===== config.mk =====
export PLATFORM = sky130hd
export DESIGN_NAME = pipeline_stage_reg
export DESIGN_NICKNAME = d
export VERILOG_FILES = /design/src/rtl/pipe_pkg.sv /design/src/rtl/pipe_skid_buf.sv /design/src/rtl/pipeline_stage_reg.sv
export SDC_FILE = /design/constraint.sdc
export NUM_CORES = 1
export LEC_CHECK = 0
export CAP_MARGIN = 15
export CORE_MARGIN = 2
export CORE_UTILIZATION = 50
export DETAILED_ROUTE_END_ITERATION = 8
export DONT_BUFFER_PORTS = 1
export MAX_ROUTING_LAYER = met4
export PLACE_DENSITY = 0.61
export SLEW_MARGIN = 20
export SYNTH_ARGS = -nofsm -noshare
export SYNTH_HDL_FRONTEND = slang
export SYNTH_HIERARCHICAL = 1
export SYNTH_SLANG_ARGS = --single-unit

===== constraint.sdc =====
create_clock -name Clk -period 5.79 [get_ports Clk]
set_input_delay 1.737 -clock Clk [delete_from_list [all_inputs] [get_ports Clk]]
set_output_delay 1.737 -clock Clk [all_outputs]
set_load 0.005 [all_outputs]

===== src/rtl/pipe_pkg.sv =====
// -----------------------------------------------------------------------------
// pipe_pkg
// Shared definitions for the generic inter-stage pipeline register:
//   - bit layout of the control bundle (offset/width per field)
//   - default control width and the all-zero bubble control word
//   - the per-cycle action type and the helper that applies the
//     flush > hazard > normal priority
// Build option: macro PIPE_SKID_EN (used by pipeline_stage_reg) adds one
// skid entry behind the output slot.
// -----------------------------------------------------------------------------
package pipe_pkg;

  // Control bundle field layout (LSB first)
  localparam int REGWRITE_OFF = 0;
  localparam int REGWRITE_W   = 1;
  localparam int ALUSRC1_OFF  = 1;
  localparam int ALUSRC1_W    = 1;
  localparam int MEMREAD_OFF  = 2;
  localparam int MEMREAD_W    = 2;
  localparam int MEMWRITE_OFF = 4;
  localparam int MEMWRITE_W   = 2;
  localparam int REGDEST_OFF  = 6;
  localparam int REGDEST_W    = 2;
  localparam int MEMTOREG_OFF = 8;
  localparam int MEMTOREG_W   = 3;
  localparam int ALUOP_OFF    = 11;
  localparam int ALUOP_W      = 5;

  localparam int CTRL_W_DEF = 16;

  // A bubble must never assert RegWrite/MemWrite, so it is all zeros.
  localparam logic [CTRL_W_DEF-1:0] BUBBLE_CTRL = '0;

  typedef enum logic [1:0] {
    ACT_NORMAL = 2'd0,
    ACT_HAZARD = 2'd1,
    ACT_FLUSH  = 2'd2
  } stage_act_e;

  // Flush wins over hazard; reset is handled separately in the registers.
  function automatic stage_act_e stage_action(input logic flush, input logic hazard);
    if (flush)  return ACT_FLUSH;
    if (hazard) return ACT_HAZARD;
    return ACT_NORMAL;
  endfunction

endpackage


===== src/rtl/pipe_skid_buf.sv =====
// -----------------------------------------------------------------------------
// pipe_skid_buf
// One-entry skid buffer (valid + data + ctrl) sitting behind the output slot
// of pipeline_stage_reg. Only instantiated when PIPE_SKID_EN is defined.
// Ports:
//   Clk      clock
//   Rst      synchronous active-high reset (empties the entry)
//   clr_i    flush: empties the entry, overrides write/read
//   wr_i     capture data_i/ctrl_i (caller only writes when empty)
//   rd_i     entry moved out this cycle, becomes empty
//   data_i   data bundle to capture
//   ctrl_i   control bundle to capture
//   valid_o  entry holds an instruction
//   data_o   stored data bundle (zero when empty)
//   ctrl_o   stored control bundle (zero when empty)
// -----------------------------------------------------------------------------
module pipe_skid_buf
  import pipe_pkg::*;
#(
  parameter int DATA_W = 32,
  parameter int CTRL_W = CTRL_W_DEF
) (
  input  logic              Clk,
  input  logic              Rst,
  input  logic              clr_i,
  input  logic              wr_i,
  input  logic              rd_i,
  input  logic [DATA_W-1:0] data_i,
  input  logic [CTRL_W-1:0] ctrl_i,
  output logic              valid_o,
  output logic [DATA_W-1:0] data_o,
  output logic [CTRL_W-1:0] ctrl_o
);

  localparam logic [CTRL_W-1:0] BUBBLE = CTRL_W'(BUBBLE_CTRL);

  logic              valid_q, valid_d;
  logic [DATA_W-1:0] data_q, data_d;
  logic [CTRL_W-1:0] ctrl_q, ctrl_d;

  always_comb begin
    valid_d = valid_q;
    data_d  = data_q;
    ctrl_d  = ctrl_q;
    if (clr_i) begin
      valid_d = 1'b0;
      data_d  = '0;
      ctrl_d  = BUBBLE;
    end else if (wr_i) begin
      valid_d = 1'b1;
      data_d  = data_i;
      ctrl_d  = ctrl_i;
    end else if (rd_i) begin
      valid_d = 1'b0;
      data_d  = '0;
      ctrl_d  = BUBBLE;
    end
  end

  always_ff @(posedge Clk) begin
    if (Rst) begin
      valid_q <= 1'b0;
      data_q  <= '0;
      ctrl_q  <= BUBBLE;
    end else begin
      valid_q <= valid_d;
      data_q  <= data_d;
      ctrl_q  <= ctrl_d;
    end
  end

  assign valid_o = valid_q;
  assign data_o  = data_q;
  assign ctrl_o  = ctrl_q;

endmodule


===== src/rtl/pipeline_stage_reg.sv =====
// -----------------------------------------------------------------------------
// pipeline_stage_reg
// Generic inter-stage pipeline register (IF/ID, ID/EX, EX/MEM, MEM/WB) with a
// valid/ready handshake, hazard stall with bubble insertion, flush, and a
// saturating stall-cycle counter. One cycle of latency.
// Build option: define PIPE_SKID_EN to add a one-entry skid buffer so inReady
// no longer depends combinationally on outReady.
// Ports:
//   Clk            clock
//   Rst            synchronous active-high reset
//   inValid        upstream holds a valid instruction
//   inReady        stage accepts this cycle (transfer-in = inValid & inReady)
//   inData/inCtrl  data / control bundles from upstream
//   inHazard       hazard: refuse input, insert a bubble when possible
//   inHazardFlush  flush: discard the stage contents
//   outValid       output slot holds a valid instruction
//   outReady       downstream accepts (transfer-out = outValid & outReady)
//   outData        registered data bundle
//   outCtrl        registered control bundle, zero whenever outValid=0
//   outStallCount  saturating count of cycles with inValid & ~inReady
// -----------------------------------------------------------------------------
module pipeline_stage_reg
  import pipe_pkg::*;
#(
  parameter int DATA_W = 32,
  parameter int CTRL_W = CTRL_W_DEF,
  parameter int CNT_W  = 16
) (
  input  logic              Clk,
  input  logic              Rst,
  input  logic              inValid,
  output logic              inReady,
  input  logic [DATA_W-1:0] inData,
  input  logic [CTRL_W-1:0] inCtrl,
  input  logic              inHazard,
  input  logic              inHazardFlush,
  output logic              outValid,
  input  logic              outReady,
  output logic [DATA_W-1:0] outData,
  output logic [CTRL_W-1:0] outCtrl,
  output logic [CNT_W-1:0]  outStallCount
);

  localparam logic [CTRL_W-1:0] BUBBLE = CTRL_W'(BUBBLE_CTRL);

  logic              out_valid_q, out_valid_d;
  logic [DATA_W-1:0] out_data_q, out_data_d;
  logic [CTRL_W-1:0] out_ctrl_q, out_ctrl_d;
  logic [CNT_W-1:0]  stall_cnt_q, stall_cnt_d;

  logic              in_ready;
  logic              xfer_in;
  logic              drain;
  logic              stall;
  stage_act_e        act;

  logic              skid_valid;
  logic [DATA_W-1:0] skid_data;
  logic [CTRL_W-1:0] skid_ctrl;
  logic              skid_wr;
  logic              skid_rd;

`ifdef PIPE_SKID_EN
  pipe_skid_buf #(
    .DATA_W (DATA_W),
    .CTRL_W (CTRL_W)
  ) u_skid (
    .Clk     (Clk),
    .Rst     (Rst),
    .clr_i   (inHazardFlush),
    .wr_i    (skid_wr),
    .rd_i    (skid_rd),
    .data_i  (inData),
    .ctrl_i  (inCtrl),
    .valid_o (skid_valid),
    .data_o  (skid_data),
    .ctrl_o  (skid_ctrl)
  );

  // Registered-only ready: a free skid entry absorbs one beat of back-pressure.
  assign in_ready = ~skid_valid & ~inHazard & ~inHazardFlush;
`else
  assign skid_valid = 1'b0;
  assign skid_data  = '0;
  assign skid_ctrl  = BUBBLE;

  // No skid entry exists, so the write/read strobes have no consumer.
  logic unused_skid;
  assign unused_skid = skid_wr | skid_rd;

  assign in_ready = ~inHazard & ~inHazardFlush & (~out_valid_q | outReady);
`endif

  assign act     = stage_action(inHazardFlush, inHazard);
  assign xfer_in = inValid & in_ready;
  assign drain   = out_valid_q & outReady;
  assign stall   = inValid & ~in_ready;

  // Output slot next state. The same decision tree serves both builds: without
  // the skid, skid_valid is constant 0 and a transfer-in never coincides with
  // a held output slot, so the skid branches are unreachable.
  always_comb begin
    out_valid_d = out_valid_q;
    out_data_d  = out_data_q;
    out_ctrl_d  = out_ctrl_q;
    skid_wr     = 1'b0;
    skid_rd     = 1'b0;
    case (act)
      ACT_FLUSH: begin
        out_valid_d = 1'b0;
        out_data_d  = '0;
        out_ctrl_d  = BUBBLE;
      end
      ACT_HAZARD: begin
        if (skid_valid) begin
          // Skid must empty before a bubble can be placed.
          if (outReady) begin
            out_valid_d = 1'b1;
            out_data_d  = skid_data;
            out_ctrl_d  = skid_ctrl;
            skid_rd     = 1'b1;
          end
        end else if (~out_valid_q | outReady) begin
          out_valid_d = 1'b0;
          out_data_d  = '0;
          out_ctrl_d  = BUBBLE;
        end
      end
      default: begin
        if (skid_valid) begin
          // Oldest entry first; upstream is refused while the skid is full.
          if (outReady) begin
            out_valid_d = 1'b1;
            out_data_d  = skid_data;
            out_ctrl_d  = skid_ctrl;
            skid_rd     = 1'b1;
          end
        end else if (xfer_in) begin
          if (out_valid_q & ~outReady) begin
            skid_wr = 1'b1;
          end else begin
            out_valid_d = 1'b1;
            out_data_d  = inData;
            out_ctrl_d  = inCtrl;
          end
        end else if (drain) begin
          out_valid_d = 1'b0;
          out_data_d  = '0;
          out_ctrl_d  = BUBBLE;
        end
      end
    endcase
  end

  // Saturating stall counter; only reset clears it.
  always_comb begin
    stall_cnt_d = stall_cnt_q;
    if (stall && (stall_cnt_q != {CNT_W{1'b1}})) begin
      stall_cnt_d = stall_cnt_q + CNT_W'(1);
    end
  end

  always_ff @(posedge Clk) begin
    if (Rst) begin
      out_valid_q <= 1'b0;
      out_data_q  <= '0;
      out_ctrl_q  <= BUBBLE;
      stall_cnt_q <= '0;
    end else begin
      out_valid_q <= out_valid_d;
      out_data_q  <= out_data_d;
      out_ctrl_q  <= out_ctrl_d;
      stall_cnt_q <= stall_cnt_d;
    end
  end

  assign inReady       = in_ready;
  assign outValid      = out_valid_q;
  assign outData       = out_data_q;
  assign outCtrl       = out_ctrl_q;
  assign outStallCount = stall_cnt_q;

endmodule


# --- Yosys cells after proc, flatten, opt, wreduce, memory -nomap -nowiden ---
# Index checks and enable logic that the tools add are counted.
totals:
  reg_bits: 65
  inputBits: 54
  out_inout_bits: 66
classes:
  addsub: 1
  eq_ne: 5
  n_mux: 22
  bitwise_logic: 12
  n_reduce_logical: 3
ops:
  columns: ["cell", "count"]
  rows:
  - ["32-bit two-way mux", 4]
  - ["16-bit two-way mux", 4]
  - ["32-bit case mux with 2 select lines", 1]
  - ["16-bit case mux with 2 select lines", 1]
  - ["16-bit by 1-bit adder with 16-bit output, second input constant", 1]
  - ["16-bit inequality test, second input constant", 1]
  - ["2-bit two-way mux", 4]
  - ["1-bit two-way mux", 7]
  - ["1-bit bitwise AND", 6]
  - ["1-bit inverter", 5]
  - ["4-bit by 2-bit inequality test with 1-bit output, second input constant", 1]
  - ["4-bit nonzero test", 1]
  - ["3-bit AND reduction", 1]
  - ["2-bit by 1-bit equality test with 1-bit output, second input constant", 1]
  - ["2-bit equality test, second input constant", 1]
  - ["2-bit inequality test, second input constant", 1]
  - ["1-bit case mux with 2 select lines", 1]
  - ["1-bit logical AND", 1]
  - ["1-bit bitwise OR", 1]

# --- Longest topological paths before layout ---
# Gate-level depths: netlist of run 1.
depth:
  word_depth: 7
  ltp_mapped: 7
  depth_no_buf: 5

# --- Least setup slack after synthesis of run 1 ---
# Ideal clock, no wire load.
synth_timing:
  kind: "input to output"
  from: "in inHazard"
  to: "out inReady"
  arrival_time_ps: 2218
  required_ps: 4053
  slack_ps: 1835
  stages: 3
  cell_sequence: "or2_1 buf_2 nor2_1"
synth_between:
  elab_chain_cells: 3
synth_rtl:
  columns: ["item", "line", "source"]
  rows:
  - ["start, declared", "pipeline_stage_reg.sv:35", "input logic inHazard,"]
  - ["1-bit inverter", "pipeline_stage_reg.sv:91", "assign in_ready = ~inHazard & ~inHazardFlush & (~out_valid_q | outReady);"]
  - ["1-bit bitwise AND (2 in a row)", "pipeline_stage_reg.sv:91", null]
  - ["end, declared", "pipeline_stage_reg.sv:32", "output logic inReady,"]
# Every way passes these cells.

# --- Final worst setup path of run 1 ---
# Ends and elaborated chain as after synthesis.

==> results of run 1 <==
-- cell usage after synthesis, types with 2 or more instances --
cell and number:
dfxtp_1 65, nor2_1 54, a22oi_1 48, a21oi_1 11, buf_2 8, clkbuf_1 8, nand2_1 7, or4_1 6
o21ai_0 5, o31ai_1 5, o41ai_1 4, or3_1 4, buf_4 3, inv_1 3, o311ai_0 3, buf_6 2
nand3_1 2, nand4_1 2, o2111ai_4 2
-- flip-flops by register name, summed over array words and instances, names as in the netlist --
name and flops:
outData 32, outCtrl 16, outValid 1, outStallCount 16
-- how the worst max path moves through the flow --
stage | from | end | cells past startpoint
6_report | inHazard | inReady | 2
5_1_grt | inHazard | inReady | 2
4_1_cts | inHazard | inReady | 2
3_5_place_dp | inHazard | inReady | 2
3_3_place_gp | inHazard | inReady | 2
2_1_floorplan | inHazard | inReady | 3
-- per-stage QoR --
step           hold slack, ns  cell area (um2)  setup slack (ns)  total power [W]   util
6_report                0.523             2780              1.74         0.000857  0.552
5_1_grt                 0.556             2780              1.72         0.000891  0.552
3_3_place_gp            0.505             2560              1.75         0.000499  0.508
2_1_floorplan           0.476             2560              1.84         0.000501      -
4_1_cts                 0.528             2760              1.74         0.000865  0.547
3_5_place_dp            0.513             2560              1.74         0.000500  0.508
-- cell families (layout without fill, tap and decap cells) --
family / after synthesis / after routing / share of synthesized area
adders and majority gates: 1 / 1 / 0.00488
muxes: 1 / 1 / 0.00439
AOI/OAI and AO/OA: 83 / 83 / 0.246
DFF: 65 / 65 / 0.507
and+or+nand+nor: 91 / 91 / 0.188
buffers and inverters: 24 / 21 / 0.0493
-- layer usage --
metal / vias to the layer above / part of all wire / track usage
met3: 9 / 0.066 / 0.0503
met5: - / 0 / -
met2: 76 / 0.48 / 0.277
met1: 970 / 0.44 / 0.227
met4: 0 / 0.016 / 0.101
li1: 970 / - / -
-- final cells by class --
class	count	area share
clock buffer	15	0.0670
clock inverter	1	0.00270
inverter	3	0.00404
multi-input combinational	176	0.415
sequential	65	0.467
tap	70	0.0315
timing repair buffer	2	0.0126
-- report_power, final --
| part | switching, W | internal (W) |
|---|---|---|
| Sequential | 0.00000658 | 0.000455 |
| Combinational | 0.0000181 | 0.0000128 |
| Clock | 0.000162 | 0.000203 |
| Total | 0.000187 | 0.000670 |
==> summary.txt, run 1 <==
Status = completed
Placed Cells = 315
Number of buffers created by CTS = 9
Fmax = 247 MHz
# IOs = 120
Layout area overhead = 8.54%
Max Cap Viol = 0
Detailed Place HPWL = 3540 um
Hold path cells = 2
Min-Delay Path Class = reg2reg
Slew margin rel. = 0.410
Htree depth = 3
Commonest non-fill, non-tap cells in the layout = dfxtp_1 (65), nor2_1 (54), a22oi_1 (48)
Largest net degree at the start of global routing = 66
Hold_buf cts = 0
Vias in the first global route = 1707
Crit path cell chain = or2_1 -> nor2_1
Gpl congestion = 0.740
Synth top area share = 0.507
Bufs on Longest Clock Path = 2
DR vias = 2025
Drt initial violations = 89
RR Startpoint = outStallCount[0]$_SDFFE_PP0P_
Crit path kind = in2out
Post-CTS setup buffers = 0
Period utilisation layout = 0.700
FILL cells = 479
Worst-Margin Slew = 0.884 ns
Worst reg-to-reg path cell count = 5
Synth Warn # = 6
Post-synth EDFFs = 0
Slowest stage delay, CP = 0.36 ns
GRT overflow = 0
Clock Latency Late Sink = 0.33 ns
Final ANT Viol Nets = 0
Die X = 75.6 um
Proportion of layout cells with a drive suffix above 1 = 0.107
Clock Root Buffer = clkbuf_8
Final count of hold timing violations = 0
Std-Cell Rows = 26
Antenna violations before repair = 0
PostCTS Resize Cnt = 0
Syn Area/Cell = 9.68 um2
Nature of the critical path startpoint = primary input
Commonest non-fill, non-tap cell in the layout = dfxtp_1
Lkg Pwr = 0.933 nW
Total track usage = 0.186
CP max FO = 6
Worst-path clk slew = 0.07 ns
Pre-antenna DRT Iters = 4
# clock sinks = 65
Area contributors post-synth = dfxtp_1 (51%), a22oi_1 (14%), nor2_1 (7.9%), a21oi_1 (2.1%), o2111ai_4 (2.0%)
Die area = 5720 um2
Die extent in y = 75.6 um
Area of the multi-input gates = 1150 um2
Net Count, Synth = 320
Crit path max-delay cell type = or2_1
Fin. max-slew vios = 0
Setup violations, final = 0
Worst hold start = outStallCount[14]$_SDFFE_PP0P_
Fin crit period = 4.05 ns
Worst vdd ir = 0.149 mV
Crit end category = output pin
Setup TNS = 0 ns
Remaining routing DRC violations = 0
Distinct cells, synth = 42
RSZ-0062 raised after global routing = false
Worst Hold End = outStallCount[14]$_SDFFE_PP0P_
Fin Clk Skew = 0.00807 ns
First-pass GRT wire length = 7760 um
FFs w/ async S/R, synth = 0
Largest delay share family, worst path = simple AND/OR/NAND/NOR gates
Mapped cell area = 2560 um2
CTS tree = done
Seq/Total Area, Yosys = 0.507
Seq cells post-synth = 65
Worst Path Buf+Inv = 0
Routed WL = 5530 um
Mapped Cells = 265
CP arrival = 2.32 ns
# nets final = 312
N_diodes = 0
Initial Util = 0.509
FF-to-FF End = outStallCount[13]$_SDFFE_PP0P_
Post-synth top area cell = dfxtp_1
Top FF cell, synth = dfxtp_1
Seq. cell area = 1300 um2
Core area = 5040 um2
CP required = 4.05 ns
Via density = 6.10
PortBufs = 0
Routed len/inst = 16.7 um
R2r setup slk = 3.61 ns
Power Density = 308 nW/um2
Non-Filler Instances = 332
Power figures use the tool's default switching activity.
==> run 2, diff against run 1 <==
Settings changed: PLACE_DENSITY 0.61 to 0.64.
Clock period 5.79 ns to 3.5 ns, I/O delays scaled along.
==> run 2 against run 1 <==
  * Count of clock-buffer cells in the layout fell by 4
  * Combinational power is 55% higher
  * Sequential cell count stayed put
  * Sequential power increased by 66%
  * Global-route usage up 1.1 points
  * Critical path type unchanged
==> summary.txt, run 2 (same netlist as run 1, synthesis figures left out) <==
Status = completed
Gpl congestion = 0.812
Worst reg-to-reg path cell count = 5
Worst hold start = outData[2]$_SDFFE_PP0P_
CP required = 2.45 ns
DR vias = 1987
Number of buffers created by CTS = 9
N_diodes = 0
Hold path cells = 2
Pre-antenna DRT Iters = 4
Slew margin rel. = 0.408
First-pass GRT wire length = 8150 um
Drt initial violations = 149
Via density = 5.98
Core area = 5040 um2
Htree depth = 3
Final worst slack = 0.846 ns
R2r setup slk = 1.33 ns
# clock sinks = 65
Initial Util = 0.509
Detailed Place HPWL = 3670 um
Bufs on Longest Clock Path = 2
Crit end category = output pin
Largest net degree at the start of global routing = 66
Commonest non-fill, non-tap cell in the layout = dfxtp_1
RR Startpoint = outStallCount[0]$_SDFFE_PP0P_
Final count of hold timing violations = 0
Crit path max-delay cell type = or2_1
Die extent in y = 75.6 um
Final ANT Viol Nets = 0
Clock Latency Late Sink = 0.33 ns
Setup violations, final = 0
Hold_buf cts = 0
Final Cell Area = 2780 um2
Max Cap Viol = 0
PortBufs = 0
WL met2 = 2590 um
Slowest stage delay, CP = 0.36 ns
Worst vdd ir = 0.280 mV
Max FFs per register = 32
Clock Root Buffer = clkbuf_8
Seq. cell area = 1300 um2
Die area = 5720 um2
Min-Delay Path Class = reg2reg
# IOs = 120
Largest delay share family, worst path = simple AND/OR/NAND/NOR gates
Post-CTS setup buffers = 0
Total power = 0.00149 W
Post-Place Worst Slack = 0.845 ns
Crit path kind = in2out
Proportion of layout cells with a drive suffix above 1 = 0.107
FILL cells = 476
Worst-Margin Slew = 0.887 ns
Routed WL = 5690 um
Worst Hold End = outData[2]$_SDFFE_PP0P_
Fin Clk Skew = 0.00621 ns
Routed len/inst = 17.1 um
Top Layer Used = met4
Total track usage = 0.196
Vias in the first global route = 1648
Setup TNS = 0 ns
Worst-path clk slew = 0.07 ns
Antenna violations before repair = 0
Worst Path Buf+Inv = 0
Placement Cell Area = 2570 um2
Crit path cell chain = or2_1 -> nor2_1
GRT overflow = 0
Period utilisation layout = 0.758
CP max FO = 6
Fmax = 377 MHz
Fin. max-slew vios = 0
Die X = 75.6 um
Commonest non-fill, non-tap cells in the layout = dfxtp_1 (65), nor2_1 (54), a22oi_1 (48)
PostCTS Resize Cnt = 0
Lkg Pwr = 0.938 nW
Metal-1 WL = 2540 um
FF-to-FF End = outStallCount[13]$_SDFFE_PP0P_
Layout area overhead = 8.39%
Nature of the critical path startpoint = primary input
Std-Cell Rows = 26
# nets final = 312
Power Density = 537 nW/um2
Remaining routing DRC violations = 0
CP arrival = 1.60 ns
CTS tree = done
Area of the multi-input gates = 1150 um2
RSZ-0062 raised after global routing = false
DR WL met3 = 479 um
Fin crit period = 2.65 ns
## run 2: worst max-delay path by stage
| stage | from | end | slack [ns] | cells after the start |
|---|---|---|---|---|
| after floorplan | inHazard | inReady | 0.92 | 3 |
| final | inHazard | inReady | 0.85 | 2 |
| after detailed placement | inHazard | inReady | 0.84 | 2 |
| after global routing | inHazard | inReady | 0.84 | 2 |
| after CTS | inHazard | inReady | 0.84 | 2 |
| after global placement | inHazard | inReady | 0.87 | 2 |
## run 2: area by class of cell
| class | count | share of cell area |
|---|---|---|
| Tap cell | 70 | 0.0315 |
| Sequential cell | 65 | 0.468 |
| Clock buffer | 11 | 0.0473 |
| Multi-Input combinational cell | 176 | 0.415 |
| Inverter | 3 | 0.00405 |
| Clock inverter | 5 | 0.0284 |
| Timing Repair Buffer | 2 | 0.00540 |
## run 2: routing by layer
layer,track usage,vias up
li1,-,966
met4,0.0819,0
met3,0.0767,9
met2,0.275,76
met1,0.252,936
met5,-,-
## run 2: power by group
group          internal, W  switching (W)  leakage (nW)   total, W
Clock             0.000402       0.000281         0.108   0.000683
Sequential        0.000752      0.0000110         0.526   0.000763
Combinational    0.0000190      0.0000289         0.304  0.0000479
Total              0.00117       0.000321         0.938    0.00149
## run 2: through the flow
step | instances | hold slack (ns) | utilization
after floorplan | 265 | 0.476 | -
after global placement | 316 | 0.506 | 0.510
after detailed placement | 316 | 0.514 | 0.510
after CTS | 332 | 0.533 | 0.551
after global routing | 332 | 0.556 | 0.551
final | 332 | 0.526 | 0.551
==> run 3, diff against run 2 <==
Settings changed: PLACE_DENSITY 0.64 to 0.61.
Clock period 3.5 ns to 2.6 ns, I/O delays scaled along.
==> run 3 against run 2 <==
  * Routed wire length down 3.4%
  * Largest power group unchanged
  * Critical path type unchanged
  * Via count rose by 1.8%
  * Combinational power is 44% higher
  * Critical endpoint unchanged
  * Count of clock-buffer cells in the layout down 1
  * Register-to-register slack lost 0.65 ns
  * Final area grew 0.18%
  * Non-clock buffer count rose by 3
  * Hold slack got worse by 0.0060 ns
  * Die area did not move
  * Clock skew up 0.0020 ns
  * Global-route usage fell by 0.95 points
  * Cell count is 0.90% higher
==> summary.txt, run 3 (same netlist as run 1, synthesis figures left out) <==
Worst vdd ir = 0.370 mV
Fmax = 470 MHz
Final Cell Area = 2790 um2
RSZ-0062 raised after global routing = false
PostCTS Resize Cnt = 0
Gpl congestion = 0.794
Total track usage = 0.187
Clock network fraction of design power = 0.412
Proportion of layout cells with a drive suffix above 1 = 0.125
Detailed Place HPWL = 3530 um
Initial Util = 0.509
GRT overflow = 0
# IOs = 120
Min-Delay Path Class = in2reg
Worst-Margin Slew = 0.797 ns
CTS tree = done
Htree depth = 3
CP max FO = 5
Nature of the critical path startpoint = primary input
Lkg Pwr = 0.937 nW
Antenna violations before repair = 0
Area of the multi-input gates = 1150 um2
Max Cap Viol = 0
Die X = 75.6 um
First-pass GRT wire length = 7880 um
Pint = 0.00141 W
Sequential power share = 0.551
Net Sw Power = 0.000449 W
Period utilisation layout = 0.819
Die area = 5720 um2
Slew margin rel. = 0.465
Crit path cell chain = or2_1 -> buf_4 -> nor2_1
Fin Clk Skew = 0.00820 ns
Fin. max-slew vios = 0
Crit path max-delay cell type = or2_1
Worst-path clk slew = 0.07 ns
Layout area overhead = 8.59%
Setup violations, final = 0
Commonest non-fill, non-tap cells in the layout = dfxtp_1 (65), nor2_1 (54), a22oi_1 (48)
Clock Latency Late Sink = 0.33 ns
FILL cells = 474
PortBufs = 0
Placement Cell Area = 2610 um2
Remaining routing DRC violations = 0
Hold_buf cts = 0
Sw frac = 0.241
Largest net degree at the start of global routing = 66
Final count of hold timing violations = 0
Routed WL = 5490 um
N_diodes = 0
Number of buffers created by CTS = 9
Drt initial violations = 128
Crit path kind = in2out
Max FFs per register = 32
Core area = 5040 um2
Die extent in y = 75.6 um
Clock Root Buffer = clkbuf_8
Pre-antenna DRT Iters = 4
Routed len/inst = 16.4 um
Setup TNS = 0 ns
Crit end category = output pin
Vias in the first global route = 1700
Commonest non-fill, non-tap cell in the layout = dfxtp_1
Power Density = 669 nW/um2
Worst reg-to-reg path cell count = 6
Status = completed
CP required = 1.82 ns
Logic pwr share = 0.037
Fin crit period = 2.13 ns
# nets final = 315
# clock sinks = 65
DR vias = 2023
Hold path cells = 1
Bufs on Longest Clock Path = 2
Via density = 6.04
Post-CTS setup buffers = 0
CP arrival = 1.35 ns
Final ANT Viol Nets = 0
Slowest stage delay, CP = 0.23 ns
R2r setup slk = 0.68 ns
Std-Cell Rows = 26
Seq. cell area = 1300 um2
-- run 3: cell type report --
cell class | count | share of cell area
clock inverters | 6 | 0.0153
flip-flops and latches | 65 | 0.467
repair buffers | 5 | 0.0180
inverters | 3 | 0.00404
well taps | 70 | 0.0314
multi-input cells | 176 | 0.415
clock buffers | 10 | 0.0494
-- run 3: worst paths after layout --
path,from,to
worst max-delay path,inHazard,inReady
worst min-delay path,Rst,outStallCount[8]$_SDFFE_PP0P_
worst max register to register,outStallCount[0]$_SDFFE_PP0P_,outStallCount[13]$_SDFFE_PP0P_
worst min register to register,outStallCount[14]$_SDFFE_PP0P_,outStallCount[14]$_SDFFE_PP0P_
-- run 3: per-stage QoR --
stage	total power, W	hold WS, ns	cells	setup slack, ns	utilization
2_1_floorplan	0.00112	0.476	265	0.517	-
3_3_place_gp	0.00112	0.509	319	0.378	0.517
3_5_place_dp	0.00112	0.513	319	0.322	0.517
4_1_cts	0.00189	0.501	335	0.465	0.552
5_1_grt	0.00193	0.498	335	0.442	0.552
6_report	0.00186	0.520	335	0.471	0.552
-- run 3: power by group through the flow --
stage / registers [W] / logic (W) / clock network [W]
floorplan: 0.00105 / 0.0000699 / 0
global placement: 0.00105 / 0.0000677 / 0
detailed placement: 0.00105 / 0.0000695 / 0
CTS: 0.00103 / 0.0000695 / 0.000792
global route: 0.00103 / 0.0000782 / 0.000823
finish: 0.00103 / 0.0000689 / 0.000768
-- run 3: critical path: cells and delay by family --
kind	cells	cell delay (ns)
buf+inv	1	0.17
simple gates	2	0.40
-- run 3: per-layer routing --
metal / vias up / track usage / wire [um]
li1: 972 / - / -
met4: 0 / 0.0819 / 89
met5: - / - / 0
met2: 85 / 0.280 / 2510
met1: 955 / 0.238 / 2500
met3: 11 / 0.0489 / 389
